## config.mk

```make
export PLATFORM = sky130hd
export DESIGN_NAME = top_k_tracker
export DESIGN_NICKNAME = d
export VERILOG_FILES = /design/src/rtl/top_k_tracker.sv
export SDC_FILE = /design/constraint.sdc
export NUM_CORES = 1
export LEC_CHECK = 0
export CAP_MARGIN = 20
export CORE_UTILIZATION = 55
export DETAILED_ROUTE_END_ITERATION = 12
export GPL_TIMING_DRIVEN = 0
export PLACE_DENSITY = 0.76
export SYNTH_ARGS = -nofsm -noshare
export SYNTH_HDL_FRONTEND = slang
export SYNTH_SLANG_ARGS = --single-unit
```

## constraint.sdc

```tcl
create_clock -name clk -period 5.92 [get_ports clk]
set_input_delay 1.48 -clock clk [delete_from_list [all_inputs] [get_ports clk]]
set_output_delay 1.48 -clock clk [all_outputs]
set_load 0.1 [all_outputs]
```

## src/rtl/top_k_tracker.sv

```systemverilog
// Running top-K tracker: keeps the K best samples seen, sorted best-first, readable by rank.
// Optional duplicate suppression is compiled in with the TOPK_DEDUP_EN macro.
module top_k_tracker #(
   parameter int DATA_WIDTH = 32,
   parameter int K          = 4,
   parameter int MAX_MODE   = 1
) (
   input  logic                     clk,
   input  logic                     resetn,
   input  logic                     clear,
   input  logic                     din_valid,
   input  logic [DATA_WIDTH-1:0]    din,
   input  logic [$clog2(K)-1:0]     rank,
   output logic [DATA_WIDTH-1:0]    dout,
   output logic                     dout_valid,
   output logic [$clog2(K+1)-1:0]   fill
);

   localparam int FILL_W = $clog2(K+1);
   localparam logic [FILL_W-1:0] FULL = FILL_W'(K);
   localparam logic [FILL_W-1:0] ONE  = FILL_W'(1);

   logic [DATA_WIDTH-1:0] e_q [K];
   logic [DATA_WIDTH-1:0] e_d [K];
   logic [FILL_W-1:0]     fill_q, fill_d;
   logic [FILL_W-1:0]     ins_pos;
   logic                  dup_hit;
   logic                  accept;

   // Entries are sorted, so counting the ones at least as good as din gives its slot
   // and keeps equal values in arrival order.
   always_comb begin
      ins_pos = '0;
      for (int i = 0; i < K; i++) begin
         if (i < int'(fill_q)) begin
            if (MAX_MODE != 0) begin
               if (e_q[i] >= din) ins_pos = ins_pos + ONE;
            end else begin
               if (e_q[i] <= din) ins_pos = ins_pos + ONE;
            end
         end
      end
   end

`ifdef TOPK_DEDUP_EN
   always_comb begin
      dup_hit = 1'b0;
      for (int i = 0; i < K; i++) begin
         if ((i < int'(fill_q)) && (e_q[i] == din)) dup_hit = 1'b1;
      end
   end
`else
   assign dup_hit = 1'b0;
`endif

   assign accept = din_valid && !clear && (ins_pos != FULL) && !dup_hit;

   always_comb begin
      e_d    = e_q;
      fill_d = fill_q;
      if (clear) begin
         for (int i = 0; i < K; i++) e_d[i] = '0;
         fill_d = '0;
      end else if (accept) begin
         if (ins_pos == '0) e_d[0] = din;
         for (int i = 1; i < K; i++) begin
            if (int'(ins_pos) == i) begin
               e_d[i] = din;
            end else if (int'(ins_pos) < i) begin
               e_d[i] = e_q[i-1];
            end
         end
         if (fill_q != FULL) fill_d = fill_q + ONE;
      end
   end

   always_ff @(posedge clk or negedge resetn) begin
      if (!resetn) begin
         for (int i = 0; i < K; i++) e_q[i] <= '0;
         fill_q <= '0;
      end else begin
         for (int i = 0; i < K; i++) e_q[i] <= e_d[i];
         fill_q <= fill_d;
      end
   end

   always_comb begin
      dout       = '0;
      dout_valid = 1'b0;
      if (int'(rank) < int'(fill_q)) begin
         dout       = e_q[rank];
         dout_valid = 1'b1;
      end
   end

   assign fill = fill_q;

endmodule

```

==> flow_metrics.py <==
metrics = {
    "yosys": {
        "synth_compound_area_frac": 0.160,
        "yosys_register_bits": 131,
        "synth-edff-count": 0,
        "yosysSeqAreaShare": 0.319,
        "async_reset_ff_frac": 1.00,
        "synthAdderAreaFrac": 0.163,
        "yosys_warnings": 0,
        "syn_area_mm2": 0.0103,
        "synthDistinctLibCells": 71,
        "synth-simple-area-share": 0.107,
        "synth_top_family_by_area": "multiplexers",
        "syn_inst": 994,
        "synth-xor-area-share": 0.00158,
        "muxShareOfSynthArea": 0.203,
        "syn-mean-instance-area_um2": 10.3,
        "synth-main-ff-cell": "dfrtp_1",
        "synth_fp_nets": 1166,
    },
    "route": {
        "drtIter0Drc": 870,
        "first_pass_iters": 9,
        "wl_um": 33900,
        "drc": 8,
        "viasPerCell": 6.75,
        "wl_per_cell_um": 24.7,
        "ant_nets": 0,
        "vias": 9267,
    },
    "layout": {
        "utilization": 0.722,
        "layout_commonest_cell": "dfrtp_1",
        "final_layout_size_suffix_gt1_frac": 0.219,
        "antenna_cells": 0,
        "final_area_mm2": 0.0131,
        "final_cell_mix": "dfrtp_1, ha_1, mux2i_1",
        "nets": 1303,
        "syn_to_final_growth_pct": 27.6,
    },
    "placed_design": {
        "port_buffers": 71,
        "dp_hpwl_um": 20400,
        "placed_cell_area_mm2": 0.0113,
        "place_congestion": 0.897,
    },
    "timing": {
        "timing.final.crit_share": 1.06,
        "worst_slack_ns": -0.353,
        "hold_viol_final": 0,
        "relSlewSlack": 0.322,
        "worst_pin_slew_ns": 1.01,
        "period_needed_ns": 6.27,
        "fmax_mhz": 159,
        "setup_viol": 123,
        "rsz0062_at_grt": "yes",
        "fin_skew_ns": 0.0115,
        "drv_slew": 0,
    },
    "setup_path": {
        "reg2regPathDepth": 24,
        "crit_path_end_kind": "register",
        "cp-startpoint": "din[8]",
        "critical-path-slowest-cell": "a21boi_0",
        "critical_path_class": "in2reg",
        "critPathMaxStageDelay_ns": 0.82,
        "critical_path.cell_chain": "clkdlybuf4s50_1, inv_1, ha_1, a21oi_1, o21ai_0, a221o_1, a21oi_2, o21ai_2, a21boi_1, ha_1, mux2i_2, nor2_1, ha_1, buf_4, nand3_1, a21boi_0, mux2i_4, buf_12, buf_12, mux2i_1, a21oi_1",
        "crit-reg2reg-capture": "e_q[14]",
        "cp-start-kind": "primary input",
        "critPathRequiredTime_ns": 6.21,
        "r2r_start": "e_q[64]",
        "r2r_slack_ns": 0.35,
        "crit_fanout": 10,
        "cp.arrival_ns": 6.57,
        "crit_path_frequent_cell": "ha_1",
    },
    "job": {
        "drv_cap": 0,
    },
    "floorplan": {
        "die_area_mm2": 0.0192,
        "coreArea_mm2": 0.0181,
        "row_count": 49,
        "die_h_um": 139,
        "die_w_um": 139,
        "ios": 74,
        "initial_core_util": 0.566,
    },
    "hold_path": {
        "hold_path_startpoint": "e_q[64]",
        "hold_end": "e_q[64]",
        "worstHoldPathCells": 2,
        "worstHoldPathType": "reg2reg",
    },
    "global_route": {
        "grt_overflow": 0,
        "antenna_found_initial": 0,
        "grt_pass1_vias": 8703,
        "grt_use_total": 0.326,
        "grt_pass1_wl_um": 48500,
        "grt_max_degree": 90,
    },
    "clocking": {
        "h-tree-depth": 4,
        "clk_latency_ns": 0.44,
        "cts-root-buf": "clkbuf_16",
        "hold_buffers": 0,
        "cts_made_buffers": 17,
        "cts_tree": "built",
        "clk_pin_slew_ns": 0.06,
        "cts.path.max_buffers": 2,
        "clkSinkCount": 131,
    },
    "power_and_ir_drop": {
        "ir_worst_vdd_uv": 210,
        "pwr_density_cell_mw_per_mm2": 207,
        "leakagePower_nw": 6.79,
    },
    "run_status": {
        "violations": "design-rule violations, negative setup slack",
        "status": "finished, violations left",
    },
}
state kept, by name (all words and copies together) (netlist names):
| register | flops |
|---|---|
| fill | 3 |
| e_q | 128 |
stage by stage:
| stage | hold WS, ns | cells | setup TNS, ns | setup slack [ns] | power [mW] |
|---|---|---|---|---|---|
| after floorplan | 0.492 | 994 | 0 | 0.161 | 1.35 |
| after global placement | 0.527 | 1294 | -474.79 | -2.12 | 1.53 |
| after detailed placement | 0.530 | 1295 | -202.89 | -1.68 | 1.55 |
| after CTS | 0.543 | 1345 | 0 | 0.0134 | 2.61 |
| after global routing | 0.557 | 1373 | -25.28 | -0.379 | 2.79 |
| final | 0.545 | 1373 | -15.53 | -0.353 | 2.71 |
cells in the mapped netlist (3+ instances only):
cell type / instances / area share
ha_1: 134 / 0.16
nor3_1: 4 / 0.0019
nand4_1: 11 / 0.0067
nand2_1: 64 / 0.023
nor2b_1: 39 / 0.024
buf_1: 4 / 0.0015
and4_1: 6 / 0.0051
nand2b_1: 8 / 0.0049
o21ai_0: 58 / 0.028
a211oi_1: 6 / 0.0044
a21oi_1: 76 / 0.037
dfrtp_1: 131 / 0.32
and3_1: 3 / 0.0018
mux2i_1: 129 / 0.13
o211ai_1: 4 / 0.0029
a21o_1: 13 / 0.0095
nor2_1: 43 / 0.016
a221oi_1: 3 / 0.0026
mux4_2: 32 / 0.070
mux2i_4: 3 / 0.0066
nand3_1: 12 / 0.0058
o2bb2ai_1: 33 / 0.028
clkbuf_1: 26 / 0.0095
buf_4: 9 / 0.0066
buf_6: 9 / 0.0099
or3_1: 3 / 0.0018
o21ai_1: 33 / 0.016
inv_1: 47 / 0.017
cells by family (layout without fill, tap and decap cells):
family                     Yosys count  after routing
AOI/OAI and AO/OA                  258            258
xor gates and xnor gates             1              1
adders and majority gates          134            134
buffers and inverters               97            247
DFF                                131            131
muxes                              164            164
and+or+nand+nor                    209            209
area by class of cell:
type                            instances  area, um^2
Fill cell                            1226        5050
Timing Repair Buffer                  119        1300
Tap cell                              229         287
Inverter                               48         188
Multi-Input combinational cell        766        7000
Clock buffer                           20         447
Clock inverter                         12         134
Buffer                                 48         464
Sequential cell                       131        3280
critical path, delay by kind of cell:
| family | cells | cell delay [ns] |
|---|---|---|
| buffers and inverters | 5 | 1.31 |
| AOI/OAI and AO/OA | 8 | 2.08 |
| and+or+nand+nor | 2 | 0.16 |
| adders and majority gates | 3 | 0.87 |
| muxes | 3 | 0.65 |
report_power, final:
group / switching (mW) / internal (mW) / leakage, nW
Combinational: 0.396 / 0.262 / 4.75
Sequential: 0.0544 / 0.937 / 1.78
Clock: 0.433 / 0.630 / 0.268
how the worst max path moves through the flow:
| stage | to | slack [ns] | depth (start not counted) |
|---|---|---|---|
| after detailed placement | e_q[19] | -1.68 | 26 |
| after floorplan | e_q[33] | 0.16 | 25 |
| after CTS | e_q[41] | 0.01 | 27 |
| after global placement | e_q[124] | -2.12 | 1 |
| final | e_q[14] | -0.35 | 21 |
| after global routing | e_q[14] | -0.38 | 21 |
metal layers:
layer | GRT usage | wire length, um
met1 | 0.443 | 13200
met2 | 0.526 | 15800
met3 | 0.0556 | 3210
met4 | 0.118 | 1640
met5 | 0 | 0
repair_timing:
item                       4_1_cts  5_1_grt
cloned                           2        7
pin swaps                       20       51
buffers inserted                16       21
resized for setup              115      150
setup endpoints to repair      161      149
No activity file was read; power rests on OpenSTA's default activity.
